===== config.mk =====
export PLATFORM = sky130hd
export DESIGN_NAME = varwidth_fifo_reader_flat
export DESIGN_NICKNAME = d
export VERILOG_FILES = /design/src/rtl/varwidth_fifo_reader_if.sv /design/src/rtl/varwidth_fifo_reader.sv /design/src/flat_wrapper.sv
export SDC_FILE = /design/constraint.sdc
export NUM_CORES = 1
export LEC_CHECK = 0
export CAP_MARGIN = 0
export CELL_PAD_IN_SITES_DETAIL_PLACEMENT = 0
export CELL_PAD_IN_SITES_GLOBAL_PLACEMENT = 2
export CORE_MARGIN = 3
export CORE_UTILIZATION = 35
export CTS_BUF_LIST = sky130_fd_sc_hd__clkbuf_8
export DETAILED_ROUTE_END_ITERATION = 8
export DONT_BUFFER_PORTS = 1
export PLACE_DENSITY = 0.77
export SKIP_CTS_REPAIR_TIMING = 1
export SLEW_MARGIN = 10
export SYNTH_ARGS = -nofsm -noshare
export SYNTH_HDL_FRONTEND = slang
export SYNTH_SLANG_ARGS = --single-unit

===== constraint.sdc =====
create_clock -name clk -period 4.3 [get_ports clk]
set_clock_uncertainty 0.2 [all_clocks]
set_input_delay 0.86 -clock clk [delete_from_list [all_inputs] [get_ports clk]]
set_output_delay 0.86 -clock clk [all_outputs]
set_load 0.02 [all_outputs]

===== src/rtl/varwidth_fifo_reader_if.sv =====
// rtl/varwidth_fifo_reader_if.sv - RAM read port and output sample stream of the capture FIFO reader
//
// Purpose: bundles the two buses the reader talks on.
//   RAM read port : bram_rd_addr, bram_rd_ws, bram_rd_ce (reader -> RAM),
//                   bram_rd_data (RAM -> reader, valid 1 cycle after ce)
//   Sample stream : dout, dout_valid (reader -> host), dout_ready (host -> reader)
// Modports:
//   master : the reader side
//   slave  : the RAM / host side
interface varwidth_fifo_reader_if #(
  parameter int addr_width    = 11,
  parameter int rd_data_width = 8
);
  logic [addr_width-1:0]    bram_rd_addr;
  logic [4:0]               bram_rd_ws;
  logic                     bram_rd_ce;
  logic [rd_data_width-1:0] bram_rd_data;
  logic [rd_data_width-1:0] dout;
  logic                     dout_valid;
  logic                     dout_ready;

  modport master (
    output bram_rd_addr, bram_rd_ws, bram_rd_ce, dout, dout_valid,
    input  bram_rd_data, dout_ready
  );

  modport slave (
    input  bram_rd_addr, bram_rd_ws, bram_rd_ce, dout, dout_valid,
    output bram_rd_data, dout_ready
  );
endinterface


===== src/rtl/varwidth_fifo_reader.sv =====
// rtl/varwidth_fifo_reader.sv - read-side sequencer replaying a finished variable-width capture
//
// Purpose: replays a capture oldest-first. Segment A is the circular
// pre-trigger region (wraps from (seg_a_last, last ws) to (0,0)); segment B
// is the linear post-trigger region starting at ws 0. Samples leave on a
// valid/ready stream through a 2-entry skid buffer.
// Ports:
//   clk, rst_n          read clock, synchronous active-low reset
//   start               one-cycle pulse, latches seg_* and starts (ignored while busy)
//   seg_a_addr/ws/last  segment A first slot and circular-region end address
//   seg_a_len           slots in A (0 = skip)
//   seg_b_addr/len      segment B first address and slot count (0 = skip)
//   bus (master)        RAM read port and output sample stream
//   busy                readout in progress
//   done                one-cycle pulse after the final sample is accepted
module varwidth_fifo_reader #(
  parameter int addr_width       = 11,
  parameter int rd_data_width    = 8,
  parameter int rd_data_per_addr = 4
) (
  input  logic                  clk,
  input  logic                  rst_n,
  input  logic                  start,
  input  logic [addr_width-1:0] seg_a_addr,
  input  logic [4:0]            seg_a_ws,
  input  logic [addr_width-1:0] seg_a_last,
  input  logic [31:0]           seg_a_len,
  input  logic [addr_width-1:0] seg_b_addr,
  input  logic [31:0]           seg_b_len,
  varwidth_fifo_reader_if.master bus,
  output logic                  busy,
  output logic                  done
);

  localparam logic [4:0] WS_MAX = 5'(rd_data_per_addr - 1);

  typedef enum logic [1:0] {
    IDLE,
    SEG_A,
    SEG_B,
    DRAIN
  } state_t;

  state_t state, state_n;

  // Read pointer and latched segment configuration
  logic [addr_width-1:0]    rd_addr;
  logic [4:0]               rd_ws;
  logic [addr_width-1:0]    a_last;
  logic [addr_width-1:0]    b_addr;
  logic [31:0]              b_len;
  logic [31:0]              remaining;

  // A read issued last cycle whose data is on bram_rd_data now
  logic                     rd_pending;

  // Skid buffer: head is the registered output, tail absorbs one extra sample
  logic [rd_data_width-1:0] head_data;
  logic                     head_valid;
  logic [rd_data_width-1:0] tail_data;
  logic                     tail_valid;

  logic                     pop;
  logic [1:0]               occ;
  logic                     space_ok;
  logic                     issue;
  logic                     seg_end;
  logic                     drain_done;
  logic                     ws_last;
  logic                     wrap;
  logic [addr_width-1:0]    step_addr;
  logic [4:0]               step_ws;

  assign pop = head_valid & bus.dout_ready;

  // Buffered plus in-flight samples. A sample popped this cycle frees its
  // slot before the read issued now returns, so it is credited here; that is
  // what lets a steady ready stream run at one sample per cycle.
  assign occ      = {1'b0, head_valid} + {1'b0, tail_valid} + {1'b0, rd_pending};
  assign space_ok = (occ - {1'b0, pop}) < 2'd2;

  assign ws_last = (rd_ws == WS_MAX);
  assign wrap    = (state == SEG_A) && ws_last && (rd_addr == a_last);

  always_comb begin
    step_addr = rd_addr;
    step_ws   = rd_ws + 5'd1;
    if (wrap) begin
      step_addr = '0;
      step_ws   = '0;
    end else if (ws_last) begin
      step_addr = rd_addr + addr_width'(1);
      step_ws   = '0;
    end
  end

  always_comb begin
    state_n    = state;
    issue      = 1'b0;
    seg_end    = 1'b0;
    drain_done = 1'b0;
    case (state)
      IDLE: begin
        if (start) begin
          if (seg_a_len != 32'd0)      state_n = SEG_A;
          else if (seg_b_len != 32'd0) state_n = SEG_B;
        end
      end
      SEG_A: begin
        if (space_ok) begin
          issue = 1'b1;
          if (remaining == 32'd1) begin
            seg_end = 1'b1;
            state_n = (b_len != 32'd0) ? SEG_B : DRAIN;
          end
        end
      end
      SEG_B: begin
        if (space_ok) begin
          issue = 1'b1;
          if (remaining == 32'd1) begin
            seg_end = 1'b1;
            state_n = DRAIN;
          end
        end
      end
      DRAIN: begin
        // Last read already landed in the buffer; finish on its acceptance
        if (!rd_pending && !tail_valid && pop) begin
          drain_done = 1'b1;
          state_n    = IDLE;
        end
      end
      default: state_n = IDLE;
    endcase
  end

  always_ff @(posedge clk) begin
    if (!rst_n) begin
      state      <= IDLE;
      rd_addr    <= '0;
      rd_ws      <= '0;
      a_last     <= '0;
      b_addr     <= '0;
      b_len      <= '0;
      remaining  <= '0;
      rd_pending <= 1'b0;
      head_data  <= '0;
      head_valid <= 1'b0;
      tail_data  <= '0;
      tail_valid <= 1'b0;
      busy       <= 1'b0;
      done       <= 1'b0;
    end else begin
      state      <= state_n;
      rd_pending <= issue;
      done       <= 1'b0;

      if (state == IDLE && start) begin
        a_last <= seg_a_last;
        b_addr <= seg_b_addr;
        b_len  <= seg_b_len;
        if (seg_a_len != 32'd0) begin
          rd_addr   <= seg_a_addr;
          rd_ws     <= seg_a_ws;
          remaining <= seg_a_len;
          busy      <= 1'b1;
        end else if (seg_b_len != 32'd0) begin
          rd_addr   <= seg_b_addr;
          rd_ws     <= '0;
          remaining <= seg_b_len;
          busy      <= 1'b1;
        end else begin
          done <= 1'b1;
        end
      end

      if (issue) begin
        if (seg_end && state == SEG_A && b_len != 32'd0) begin
          // Chain straight into B so its first read can issue next cycle
          rd_addr   <= b_addr;
          rd_ws     <= '0;
          remaining <= b_len;
        end else begin
          rd_addr   <= step_addr;
          rd_ws     <= step_ws;
          remaining <= remaining - 32'd1;
        end
      end

      if (drain_done) begin
        done <= 1'b1;
        busy <= 1'b0;
      end

      case ({rd_pending, pop})
        2'b01: begin
          if (tail_valid) head_data <= tail_data;
          head_valid <= tail_valid;
          tail_valid <= 1'b0;
        end
        2'b10: begin
          if (!head_valid) begin
            head_data  <= bus.bram_rd_data;
            head_valid <= 1'b1;
          end else begin
            tail_data  <= bus.bram_rd_data;
            tail_valid <= 1'b1;
          end
        end
        2'b11: begin
          if (tail_valid) begin
            head_data <= tail_data;
            tail_data <= bus.bram_rd_data;
          end else begin
            head_data <= bus.bram_rd_data;
          end
        end
        default: ;
      endcase
    end
  end

  assign bus.bram_rd_addr = rd_addr;
  assign bus.bram_rd_ws   = rd_ws;
  assign bus.bram_rd_ce   = issue;
  assign bus.dout         = head_data;
  assign bus.dout_valid   = head_valid;

endmodule


===== src/flat_wrapper.sv =====
// flat-port wrapper written by rule: the top's interface ports become plain ports
module varwidth_fifo_reader_flat 
#(
  parameter int addr_width       = 11,
  parameter int rd_data_width    = 8,
  parameter int rd_data_per_addr = 4
)
  (clk, rst_n, start, seg_a_addr, seg_a_ws, seg_a_last, seg_a_len, seg_b_addr, seg_b_len, busy, done, bus_bram_rd_addr, bus_bram_rd_ws, bus_bram_rd_ce, bus_dout, bus_dout_valid, bus_bram_rd_data, bus_dout_ready);
  varwidth_fifo_reader_if #(.addr_width(addr_width), .rd_data_width(rd_data_width)) bus_i ();
  input  logic clk;
  input  logic rst_n;
  input  logic start;
  input  logic [addr_width-1:0] seg_a_addr;
  input  logic [4:0] seg_a_ws;
  input  logic [addr_width-1:0] seg_a_last;
  input  logic [31:0] seg_a_len;
  input  logic [addr_width-1:0] seg_b_addr;
  input  logic [31:0] seg_b_len;
  output logic busy;
  output logic done;
  output wire logic [$bits(bus_i.bram_rd_addr)-1:0] bus_bram_rd_addr;
  output wire logic [$bits(bus_i.bram_rd_ws)-1:0] bus_bram_rd_ws;
  output wire logic [$bits(bus_i.bram_rd_ce)-1:0] bus_bram_rd_ce;
  output wire logic [$bits(bus_i.dout)-1:0] bus_dout;
  output wire logic [$bits(bus_i.dout_valid)-1:0] bus_dout_valid;
  input wire logic [$bits(bus_i.bram_rd_data)-1:0] bus_bram_rd_data;
  input wire logic [$bits(bus_i.dout_ready)-1:0] bus_dout_ready;
  assign bus_bram_rd_addr = bus_i.bram_rd_addr;
  assign bus_bram_rd_ws = bus_i.bram_rd_ws;
  assign bus_bram_rd_ce = bus_i.bram_rd_ce;
  assign bus_dout = bus_i.dout;
  assign bus_dout_valid = bus_i.dout_valid;
  assign bus_i.bram_rd_data = bus_bram_rd_data;
  assign bus_i.dout_ready = bus_dout_ready;
  varwidth_fifo_reader #(.addr_width(addr_width), .rd_data_width(rd_data_width), .rd_data_per_addr(rd_data_per_addr)) u_core (.clk(clk), .rst_n(rst_n), .start(start), .seg_a_addr(seg_a_addr), .seg_a_ws(seg_a_ws), .seg_a_last(seg_a_last), .seg_a_len(seg_a_len), .seg_b_addr(seg_b_addr), .seg_b_len(seg_b_len), .bus(bus_i), .busy(busy), .done(done));
endmodule

== After elaboration in Yosys (flattened, before gate mapping) ==
Index checks and enable logic that the tools add are counted.
Operators by class
  mux-type cells: 52
  shifts and indexed selects: 0
  reductions and logical operators: 28
  multiply operators: 0
  add/subtract/negate cells: 6
  bitwise operators: 2
  magnitude comparators: 1
  equal/unequal tests: 21
  divide/modulo/power cells: 0
Operators with widths (number)
  $mux W32: 5
  $reduce_bool A32 Y1: 3
  $mux W11: 7
  $mux W8: 5
  $mux W5: 7
  $eq A32 B1 Y1 const B: 1
  $sub A32 B1 Y32 const B: 1
  $pmux W8 S3: 1
  $mux W2: 8
  $pmux W8 S2: 1
  $mux W1: 15
  $ne A2 B1 Y1 const B: 7
  $add A11 B1 Y11 const B: 1
  $eq A11 B11 Y1: 1
  $reduce_and A3 Y1: 3
  $eq A2 B2 Y1 const B: 4
  $pmux W2 S4: 1
  $reduce_bool A2 Y1: 4
  $logic_and A1 B1 Y1: 7
  $reduce_and A7 Y1: 1
  $ne A2 B2 Y1 const B: 3
  $reduce_and A2 Y1: 3
  $reduce_bool A3 Y1: 2
  $add A5 B1 Y5 const B: 1
  14 further kinds: 18
Word-level totals
  memories kept: 0
  bits in writable memories: 0
  flip-flop bits (word level): 125
  bits in latches: 0
  output and inout bits: 28
  bits of input ports: 114
  ROM bits: 0
  logic and storage cells: 124

== Depth between registers and ports, before layout ==
Gate-level depths: netlist (run 1).
  depth in word-level cells: 10
  depth in mapped cells: 12
  gate-level depth less buffers: 11

== Worst setup path before layout (run 1) ==
Ideal clock, no wire load.
  kind: input -> output
  from: input bus_dout_ready
  to: output bus_bram_rd_ce
  path slack: 0.291 ns
  required time: 3.240 ns
  buffers on the path: 2
  stages: 9
  arrival time: 2.949 ns
  cells stage by stage: nand2_1 > ha_1 > ha_1 > a21oi_1 > xor2_1 > nand2_1 > inv_2 > clkbuf_1 > clkbuf_1
On the way
  cells in the longest elaborated chain, start to end: 5
RTL lines
  from (decl): line flat_wrapper.sv:27  | input wire logic [$bits(bus_i.dout_ready)-1:0] bus_dout_ready;
  $and A1 B1 Y1: line varwidth_fifo_reader.sv:74  | assign pop = head_valid & bus.dout_ready;
  $sub A2 B1 Y2: line varwidth_fifo_reader.sv:80  | assign space_ok = (occ - {1'b0, pop}) < 2'd2;
  $lt A2 B2 Y1: line varwidth_fifo_reader.sv:80
  $mux W1: line varwidth_fifo_reader.sv:110, varwidth_fifo_reader.sv:119
  $mux W1
  to (decl): line flat_wrapper.sv:23  | output wire logic [$bits(bus_i.bram_rd_ce)-1:0] bus_bram_rd_ce;
No other way between the ends.

== Final worst setup path (run 1) ==
  from: register u_core.head_valid (netlist: u_core.bus.dout_valid)
  to: output bus_bram_rd_ce
On the way
  cells in the longest elaborated chain, start to end: 6
  elaborated cells between the ends (all ways): 7
  classes of those cells: 3 x add/sub; 1 x order compare; 2 x mux; 1 x bitwise
RTL lines
  from (decl): line varwidth_fifo_reader.sv:59  | logic head_valid;
  from (signal assigned): line varwidth_fifo_reader.sv:199  | head_valid <= tail_valid;
  $add A1 B1 Y2: line varwidth_fifo_reader.sv:79  | assign occ = {1'b0, head_valid} + {1'b0, tail_valid} + {1'b0, rd_pending};
  $add A2 B1 Y2: line varwidth_fifo_reader.sv:79
  $sub A2 B1 Y2 *: line varwidth_fifo_reader.sv:80
  $lt A2 B2 Y1 *: line varwidth_fifo_reader.sv:80
  $mux W1 *: line varwidth_fifo_reader.sv:110, varwidth_fifo_reader.sv:119
  $mux W1 *
Mark *: on every way between the ends. The rest lies on a longest branch, timed or not.

==> results of run 1 <==
-- Yosys cell counts (2+ instances only) --
cell,number,area [sq um]
o211ai_1,35,263
a31oi_1,4,25.0
mux2i_1,22,220
o21ai_1,3,15.0
xnor2_1,31,272
nor4_1,36,225
inv_1,14,52.6
a211oi_1,8,60.1
nor2b_1,10,62.6
or2_2,3,18.8
dfxtp_1,125,2500
nand2b_1,5,31.3
nand3_1,26,130
o211a_1,11,110
ha_1,15,188
a21oi_1,43,215
a21boi_0,71,533
a22oi_1,9,67.6
nor4_2,4,50.1
clkbuf_1,51,191
and3_1,3,18.8
buf_2,6,30.0
o22ai_1,18,113
o21ai_0,39,195
and2_1,4,25.0
xor2_1,11,96.3
nand4_1,8,50.1
a221oi_1,2,17.5
or3_1,2,12.5
nor3_1,19,95.1
nor2_1,27,101
a32o_1,2,20.0
nand2_1,232,871
nor3b_1,4,30.0
o32ai_1,3,26.3
-- stage by stage --
step / instance area (sq um) / utilization [%] / cells / setup WS, ns / power (mW)
floorplan: 7110 / - / 925 / 0.291 / 3.88
global placement: 7360 / 37.3 / 1148 / 0.624 / 4.60
detailed placement: 7360 / 37.3 / 1148 / 0.559 / 4.59
CTS: 7790 / 39.5 / 1180 / 0.335 / 5.76
global route: 7790 / 39.5 / 1180 / 0.222 / 6.19
finish: 7790 / 39.5 / 1180 / 0.404 / 5.70
-- worst reg2reg max path: cells and delay by family, from the launching register on --
kind            cells  cell delay, ns
simple gates        3            0.81
fa+ha+maj           2            0.65
flops               1            0.59
compound gates      2            0.57
buf+inv             1            0.40
xor+xnor            1            0.25
-- report_power, final --
group | switching (mW) | internal (mW) | total, mW | leakage [nW]
logic | 1.52 | 1.00 | 2.52 | 1.63
clock network | 0.517 | 0.625 | 1.14 | 0.216
registers | 0.529 | 1.51 | 2.04 | 1.03
total | 2.56 | 3.14 | 5.70 | 2.87
-- area by class of cell --
| type | count | area [sq um] | area share (%) |
|---|---|---|---|
| clock inverter | 12 | 159 | 2.04 |
| clock buffer | 20 | 275 | 3.53 |
| inverter | 15 | 56.3 | 0.722 |
| timing repair buffer | 18 | 135 | 1.73 |
| sequential | 125 | 2500 | 32.1 |
| multi-input combinational | 725 | 4340 | 55.6 |
| tap | 265 | 332 | 4.25 |
-- worst paths after layout --
| path | start | end | depth (start not counted) |
|---|---|---|---|
| setup / recovery | u_core.bus.dout_valid$_SDFFE_PN0N_ | bus_bram_rd_ce | 7 |
| hold reg to reg | u_core.b_addr[9]$_SDFFE_PN0P_ | u_core.b_addr[9]$_SDFFE_PN0P_ | 2 |
| setup reg to reg | u_core.bus.dout_valid$_SDFFE_PN0N_ | u_core.remaining[30]$_SDFFE_PN0P_ | 9 |
| hold / removal | u_core.b_addr[9]$_SDFFE_PN0P_ | u_core.b_addr[9]$_SDFFE_PN0P_ | 2 |
-- cells by family after synthesis --
logic type               after synthesis  synth area share [%]
buffers and inverters                 75                  4.22
XOR/XNOR                              42                  5.17
adder cells (fa/ha/maj)               15                  2.64
AND/OR/NAND/NOR                      387                  24.8
flip-flops                           125                  35.2
AO/OA/AOI/OAI                        259                  24.9
multiplexers                          22                  3.10
-- state kept, by name, summed over array words and instances (netlist names) --
name	count
u_core.b_addr	11
u_core.state	2
u_core.a_last	11
u_core.bus.dout_valid	1
u_core.bus.bram_rd_addr	11
u_core.bus.bram_rd_ws	5
u_core.tail_data	8
u_core.tail_valid	1
u_core.done	1
u_core.b_len	32
u_core.remaining	32
u_core.bus.dout	8
u_core.rd_pending	1
u_core.busy	1
-- routing by layer --
| layer | GRT usage, % | up-vias | wire (um) |
|---|---|---|---|
| met5 | 0 | - | 0 |
| li1 | - | 3267 | - |
| met2 | 32.3 | 157 | 10200 |
| met4 | 5.77 | 0 | 326 |
| met3 | 5.24 | 21 | 1450 |
| met1 | 27.0 | 2967 | 10300 |
==> summary.md, run 1 <==
| Metric | Value |
|---|---|
| Run status | `finished clean` |
| Most common cell after layout, fill and taps aside | `nand2_1` |
| Area growth syn-to-layout | `9.61%` |
| Hold_ws | `0.270 ns` |
| Root Driver | `clkbuf_8` |
| CP peak stage delay | `about 0.6 ns` |
| Pre-antenna DRT Iters | `5` |
| Sequential share of the synthesized area | `a little over a third` |
| Routed WL | `22,300 um` |
| Tightest Pin Transition | `0.920 ns` |
| Die Area | `22,100 sq um` |
| Number of synthesized flops with an enable pin | `0` |
| Fillers | `2,096` |
| Num CTS Buffers | `17` |
| Slew Limit Fails | `0` |
| Global-route wire length before repair | `35,200 um` |
| Reg2reg setup slack | `0.74 ns` |
| I/O Pins | `142` |
| Die X | `~150 um` |
| Critical path arrival | `approximately 2.8 ns` |
| Cells after synthesis | `925` |
| Peak fanout along the critical path | `20` |
| Initial antenna violation count | `0` |
| Cell Area, Synth | `around 7000 sq um` |
| Layout cell share with drive strength beyond 1 | `7.32%` |
| Ant. Diodes | `0` |
| Clock Sinks | `125` |
| Fin Setup TNS | `0 ns` |
| Final nets | `1,031` |
| Std cell rows | `51` |
| Synth unique cells | `54` |
| Core ar. | `19,700 sq um` |
| Final hold viol count | `0` |
| Tmin final | `3.90 ns` |
| Sum of buffers and inverters on the critical path | `1` |
| Most frequent cells in the layout | `nand2_1 (231), dfxtp_1 (125), a21boi_0 (71), a21oi_1 (42), o21ai_0 (39)` |
| GR Util All Layers | `20.2%` |
| Worst-path clk slew | `0.08 ns` |
| P per Cell Area | `approximately 730 nW/um^2` |
| CTS tree | `built` |
| Post-DP HPWL | `15,600 um` |
| Vias in the first global route | `~6,300` |
| Fmax | `0.257 GHz` |
| Critical Path RT | `3.24 ns` |
| Startpoint Class | `flop` |
| Vias | `6,412` |
| DRC violations left | `0` |
| Max-Cap Viols | `0` |
| Synth async-reset ratio | `0%` |
| RSZ-0062 raised after global routing | `false` |
| Crit path cell chain | `nand2_1 > ha_1 > ha_1 > a21oi_1 > xor2_1 > nand2_1 > inv_2` |
| Final RePlAce weighted congestion | `0.851` |
| Die height | `between 100 and 150 um` |
| Synthesis-stage register bit count | `125` |
| Clock Latency Late Sink | `approximately 0.45 ns` |
| Critical path class | `flop to output port` |
| Initial DRC Count | `~330` |
| Pin count of the biggest net entering global routing | `between 100 and 150` |
| Final Setup Violations | `0` |
| Main synth FF type | `dfxtp_1` |
| Gr ovfl total | `0` |
| CTS Buffer Depth | `2` |
| Largest delay share family, worst path | `adder cells` |
| Mean Syn Cell Area | `7.69 sq um` |
| Port Buffers | `0` |
| Worst slew margin | `38.2%` |
| Leakage | `around 2.9 nW` |
| Synth Warn # | `0` |
| Min-Delay Path Class | `flop to flop` |
| Syn Nets | `1,054` |
| Detail Route Antenna Nets | `0` |
| Period utilization | `90.6%` |
| H-tree depth | `4` |
| Critical Path End Type | `output port` |
| Max VDD drop | `0.293 mV` |
| CP max-delay cell | `dfxtp_1` |
| Wire per inst | `18.9 um` |
| Initial Util | `between 30% and 40%` |
| Vias per cell | `between 5 and 6` |
Power figures use the tool's default switching activity.
==> run 2: changes to the inputs <==
- CTS_BUF_LIST: sky130_fd_sc_hd__clkbuf_8 -> sky130_fd_sc_hd__clkbuf_8 sky130_fd_sc_hd__clkbuf_16
- HOLD_SLACK_MARGIN: default -> 0.06
==> summary.md, run 2 (synthesized netlist as in run 1, its figures left out) <==
| Metric | Value |
|---|---|
| Tmin final | `3.84 ns (-0.0510 ns)` |
| Reg2reg setup slack | `0.76 ns (+0.02 ns)` |
| Clock Latency Late Sink | `0.43 ns (-0.02 ns)` |
| P per Cell Area | `761 nW/um^2 (+4.2%)` |
| Global-route wire length before repair | `35,300 um (+0.26%)` |
| Vias per cell | `5.42 (-0.23%)` |
| Tightest Pin Transition | `0.920 ns (+0.000324 ns)` |
| Startpoint Class | `flop` |
| Post-DP HPWL | `15,600 um (unchanged)` |
| Largest delay share family, worst path | `adder cells` |
| Hold_sp | `u_core.b_addr[9]$_SDFFE_PN0P_` |
| Critical Path End Type | `output port` |
| Worst hold path stage count | `2 (unchanged)` |
| Critical path class | `flop to output port` |
| Min-Delay Path Class | `flop to flop` |
| Std cell rows | `51 (unchanged)` |
| Ant. Diodes | `0 (unchanged)` |
| Crit path cell chain | `nand2_1 > ha_1 > ha_1 > a21oi_1 > xor2_1 > nand2_1 > inv_2` |
| CP max-delay cell | `dfxtp_1` |
| Period utilization | `89.4% (-1.2 points)` |
| Wire per inst | `18.9 um (about the same)` |
| Critical Path RT | `3.24 ns (about the same)` |
| H-tree depth | `4 (unchanged)` |
| Max-Cap Viols | `0 (unchanged)` |
| DP Worst Slack | `0.559 ns (unchanged)` |
| Reg2Reg Depth | `9 (unchanged)` |
| Initial DRC Count | `303 (-8.5%)` |
| Sum of buffers and inverters on the critical path | `1 (unchanged)` |
| Run status | `finished clean` |
| Vias | `6,397 (-0.23%)` |
| Area growth syn-to-layout | `12.3%` |
| Slew Limit Fails | `0 (unchanged)` |
| Root Driver | `clkbuf_16` |
| Final RePlAce weighted congestion | `0.851 (unchanged)` |
| Fin Setup TNS | `0 ns (unchanged)` |
| Worst slew margin | `38.1% (about the same)` |
| Final hold viol count | `0 (unchanged)` |
| Most common cell after layout, fill and taps aside | `nand2_1` |
| Pre-antenna DRT Iters | `4 (-1)` |
| Die X | `149 um (unchanged)` |
| DRC violations left | `0 (unchanged)` |
| RR Endpoint | `u_core.remaining[30]$_SDFFE_PN0P_` |
| Initial antenna violation count | `0 (unchanged)` |
| CTS tree | `built` |
| Pin count of the biggest net entering global routing | `124 (unchanged)` |
| Final Setup Violations | `0 (unchanged)` |
| Critical path arrival | `2.78 ns (-0.06 ns)` |
| Worst-path clk slew | `0.06 ns (-0.02 ns)` |
| Leakage | `2.96 nW (+3.0%)` |
| Hold EP | `u_core.b_addr[9]$_SDFFE_PN0P_` |
| Gr ovfl total | `0 (unchanged)` |
| Most frequent cells in the layout | `nand2_1 (231), dfxtp_1 (125), a21boi_0 (71), a21oi_1 (42), o21ai_0 (39)` |
| Fillers | `2,066 (-1.4%)` |
| Num CTS Buffers | `17 (unchanged)` |
| Core ar. | `19,700 sq um (unchanged)` |
| Detail Route Antenna Nets | `0 (unchanged)` |
| Layout cell share with drive strength beyond 1 | `7.32% (unchanged)` |
| Post-layout util | `40.5% (+0.97 points)` |
| Die height | `149 um (unchanged)` |
| CP peak stage delay | `0.58 ns (about the same)` |
| Routed WL | `22,300 um (about the same)` |
| RSZ-0062 raised after global routing | `false` |
| Die Area | `22,100 sq um (unchanged)` |
| Largest regs | `u_core.b_len x32, u_core.remaining x32` |
| I/O Pins | `142 (unchanged)` |
| Max VDD drop | `0.326 mV (+11%)` |
| Initial Util | `36.1% (unchanged)` |
| Vias in the first global route | `6,282 (-0.13%)` |
| Fmax | `0.260 GHz (+1.3%)` |
| Peak fanout along the critical path | `20 (unchanged)` |
| CTS Buffer Depth | `2 (unchanged)` |
| Port Buffers | `0 (unchanged)` |
| Final nets | `1,031 (unchanged)` |
| R2R Path Start | `u_core.bus.dout_valid$_SDFFE_PN0N_` |
| GR Util All Layers | `20.2% (+0.051 points)` |
| Clock Sinks | `125 (unchanged)` |
| Setup ws final | `0.455 ns (+0.0510 ns)` |
run 2: area by class of cell:
type | instances | area (sq um) | share of cell area (%)
Clock inverter | 12 | 159 | 1.99
Sequential cell | 125 | 2500 | 31.3
Multi-Input combinational cell | 725 | 4340 | 54.3
Tap cell | 265 | 332 | 4.15
Clock buffer | 20 | 467 | 5.84
Timing Repair Buffer | 18 | 135 | 1.69
Inverter | 15 | 56.3 | 0.705
run 2: per-layer routing:
metal	vias up	routed length [um]	GRT usage, %
met2	139	10300	32.3
met3	19	1310	5.88
met5	-	0	0
met1	2970	10500	27.1
met4	0	248	4.76
li1	3269	-	-
run 2: power by group:
part	total [mW]	internal (mW)	leakage [nW]	switching, mW
registers	2.04	1.51	1.03	0.529
clock network	1.53	0.963	0.303	0.562
logic	2.51	1.00	1.63	1.51
total	6.08	3.48	2.96	2.60
run 2: worst max path at each step:
stage,end,start,slack [ns],cells past startpoint
after floorplan,bus_bram_rd_ce,bus_dout_ready,0.29,9
after global placement,u_core.bus.bram_rd_addr[8]$_SDFFE_PN0P_,bus_dout_ready,0.62,11
after detailed placement,u_core.remaining[27]$_SDFFE_PN0P_,bus_dout_ready,0.56,9
after CTS,bus_bram_rd_ce,u_core.bus.dout_valid$_SDFFE_PN0N_,0.37,7
after global routing,bus_bram_rd_ce,u_core.bus.dout_valid$_SDFFE_PN0N_,0.27,7
final,bus_bram_rd_ce,u_core.bus.dout_valid$_SDFFE_PN0N_,0.46,7
run 2: tightest hold or removal path: stages (launching register included):
cell,delay (ns)
dfxtp_1,0.31
nand2_1,0.05
a21boi_0,0.06
run 2: through the flow:
| stage | cell area (sq um) | total power, mW | cells | hold slack [ns] |
|---|---|---|---|---|
| floorplan | 7110 | 3.88 | 925 | 0.244 |
| global placement | 7360 | 4.60 | 1148 | 0.256 |
| detailed placement | 7360 | 4.59 | 1148 | 0.258 |
| CTS | 7990 | 6.15 | 1180 | 0.267 |
| global route | 7990 | 6.59 | 1180 | 0.288 |
| finish | 7990 | 6.08 | 1180 | 0.265 |
==> run 3: changes to the inputs <==
- ABC_AREA: default -> 1
- CORE_UTILIZATION: 35 -> 34
- PLACE_DENSITY: 0.77 -> 0.81
==> summary.md, run 3 <==
| Metric | Value |
|---|---|
| Final Setup Violations | `0 (unchanged)` |
| Final hold viol count | `0 (unchanged)` |
| Sequential share of the synthesized area | `32.1% (-3.0 points)` |
| Gr ovfl total | `0 (unchanged)` |
| Critical Path End Type | `output port` |
| Largest area contributor in the netlist | `dfxtp_1` |
| Synth cell count leaders | `nand2_1 (268), nor2_1 (221), o21ai_0 (139)` |
| Register Area | `2500 sq um (unchanged)` |
| CP dominant cell by count | `nand2_1` |
| DP Worst Slack | `0.532 ns (-0.0261 ns)` |
| Sum of buffers and inverters on the critical path | `1 (unchanged)` |
| Post-DP HPWL | `19,400 um (+24%)` |
| Critical path class | `flop to output port` |
| Slew Limit Fails | `0 (unchanged)` |
| Min-Delay Path Class | `flop to flop` |
| CP max-delay cell | `dfxtp_1` |
| Run status | `finished clean` |
| Pre-antenna DRT Iters | `5 (+1)` |
| Area growth syn-to-layout | `9.72%` |
| Leakage | `3.66 nW (+24%)` |
| Die X | `157 um (+5.9%)` |
| Final RePlAce weighted congestion | `0.851 (about the same)` |
| Period utilization | `89.5% (about the same)` |
| CP peak stage delay | `0.54 ns (-0.04 ns)` |
| Critical path arrival | `2.79 ns (about the same)` |
| DRC violations left | `0 (unchanged)` |
| Routed WL | `26,900 um (+21%)` |
| Post-layout util | `38.6% (-2.0 points)` |
| Setup ws final | `0.453 ns (-0.00175 ns)` |
| Core ar. | `22,200 sq um (+12%)` |
| Num CTS Buffers | `17 (unchanged)` |
| Vias in the first global route | `7,457 (+19%)` |
| Worst-path clk slew | `0.07 ns (about the same)` |
| DP Cell Count | `1,495 (+30%)` |
| Die Area | `24,800 sq um (+12%)` |
| Synthesis-stage register bit count | `125 (unchanged)` |
| Detail Route Antenna Nets | `0 (unchanged)` |
| Syn Nets | `1,393 (+32%)` |
| Worst slew margin | `34.9% (-3.2 points)` |
| Synth unique cells | `39 (-28%)` |
| Mean Syn Cell Area | `6.16 sq um (-20%)` |
| Number of synthesized flops with an enable pin | `0 (unchanged)` |
| Max VDD drop | `0.254 mV (-22%)` |
| P per Cell Area | `748 nW/um^2 (-1.8%)` |
| Fmax | `0.260 GHz (about the same)` |
| Die height | `157 um (+5.9%)` |
| Final nets | `1,363 (+32%)` |
| Initial antenna violation count | `0 (unchanged)` |
| Vias | `7,799 (+22%)` |
| Fillers | `2,514 (+22%)` |
| Synth top area share | `32.1% (-3.0 points)` |
| Synth Warn # | `0 (unchanged)` |
| Crit path cell chain | `nand2_1 > ha_1 > ha_1 > nand2_1 > nand2_1 > nand2_1 > nand3_4 > inv_2` |
| Root Driver | `clkbuf_16` |
| Initial Util | `35.1% (-0.93 points)` |
| I/O Pins | `142 (unchanged)` |
| Clock Latency Late Sink | `0.44 ns (about the same)` |
| Main synth FF type | `dfxtp_1` |
| Clock Sinks | `125 (unchanged)` |
| Ant. Diodes | `0 (unchanged)` |
| Most common cell in the netlist | `nand2_1` |
| Area of the multi-input gates | `4550 sq um (+4.9%)` |
| Layout cell share with drive strength beyond 1 | `5.21% (-2.1 points)` |
| Max-Cap Viols | `0 (unchanged)` |
| Synth async-reset ratio | `0% (unchanged)` |
| Std cell rows | `54 (+5.9%)` |
| Tightest Pin Transition | `0.976 ns (+0.0557 ns)` |
| Most common cell after layout, fill and taps aside | `nand2_1` |
| GR Util All Layers | `22.0% (+1.7 points)` |
| Top cells by area, synth | `dfxtp_1 (32%), nand2_1 (13%), nor2_1 (11%)` |
| Tot Pwr | `6.39 mW (+5.1%)` |
| CTS Buffer Depth | `2 (unchanged)` |
| Largest delay share family, worst path | `simple AND/OR/NAND/NOR gates` |
| Non-filler cells, final | `1,527 (+29%)` |
| Fin Setup TNS | `0 ns (unchanged)` |
| Global-route wire length before repair | `42,600 um (+20%)` |
| Critical Path RT | `3.24 ns (about the same)` |
| RSZ-0062 raised after global routing | `false` |
| Port Buffers | `0 (unchanged)` |
| Cells after synthesis | `1,264 (+37%)` |
| Startpoint Class | `flop` |
| Wire per inst | `17.6 um (-6.8%)` |
| Vias per cell | `5.11 (-5.8%)` |
| Tmin final | `3.85 ns (+0.00175 ns)` |
| Cell Area, Synth | `7790 sq um (+9.5%)` |
| Pin count of the biggest net entering global routing | `124 (unchanged)` |
| Peak fanout along the critical path | `22 (+10%)` |
| CTS tree | `built` |
| Most frequent cells in the layout | `nand2_1 (267), nor2_1 (221), o21ai_0 (139), inv_1 (128), dfxtp_1 (125)` |
| Largest regs | `u_core.b_len x32, u_core.remaining x32` |
| Initial DRC Count | `608 (+100%)` |
| H-tree depth | `4 (unchanged)` |
==> run 3: metrics by stage <==
step	hold slack, ns	instance area (sq um)
2_1_floorplan	0.241	7790
3_3_place_gp	0.259	7970
3_5_place_dp	0.256	7970
4_1_cts	0.266	8540
5_1_grt	0.288	8540
6_report	0.264	8540
==> run 3: power breakdown <==
part | total (mW) | switching [mW] | internal (mW)
logic | 2.85 | 1.90 | 0.957
clock network | 1.43 | 0.658 | 0.770
registers | 2.11 | 0.549 | 1.56
total | 6.39 | 3.10 | 3.29
==> run 3: worst paths after layout <==
check / endpoint / from / depth (start not counted) / slack, ns
max reg2reg: u_core.bus.bram_rd_ws[4]$_SDFFE_PN0P_ / u_core.bus.dout_valid$_SDFFE_PN0N_ / 13 / 0.77
max: bus_bram_rd_ce / u_core.bus.dout_valid$_SDFFE_PN0N_ / 8 / 0.45
min: u_core.b_len[3]$_SDFFE_PN0P_ / u_core.b_len[3]$_SDFFE_PN0P_ / 2 / 0.26
min reg2reg: u_core.b_len[3]$_SDFFE_PN0P_ / u_core.b_len[3]$_SDFFE_PN0P_ / 2 / 0.26
==> run 3: cell families (layout without fill, tap and decap cells) <==
family / after synthesis / in the layout / synth area share (%)
compound gates: 271 / 271 / 18.1
xor+xnor: 28 / 28 / 3.15
fa+ha+maj: 15 / 15 / 2.41
buf+inv: 190 / 173 / 9.46
flops: 125 / 125 / 32.1
simple gates: 635 / 635 / 34.7
==> run 3: routing by layer <==
metal  track usage (%)  vias to the layer above  wire, um
li1                  -                     4042         -
met1              32.2                     3553     13700
met2              33.0                      189     11400
met3              5.66                       15      1690
met4              3.55                        0       185
met5                 0                        -         0
==> run 3: final cells by class <==
| class | count | share of cell area [%] |
|---|---|---|
| clock buffer | 17 | 4.98 |
| sequential | 125 | 29.3 |
| tap | 280 | 4.10 |
| multi-input combinational | 949 | 53.3 |
| clock inverter | 15 | 1.74 |
| inverter | 131 | 5.76 |
| timing repair buffer | 10 | 0.879 |
==> run 3: tightest hold or removal path: stages (launching register included) <==
cell and delay (ns):
dfxtp_1 0.31, inv_1 0.06, a21oi_1 0.05
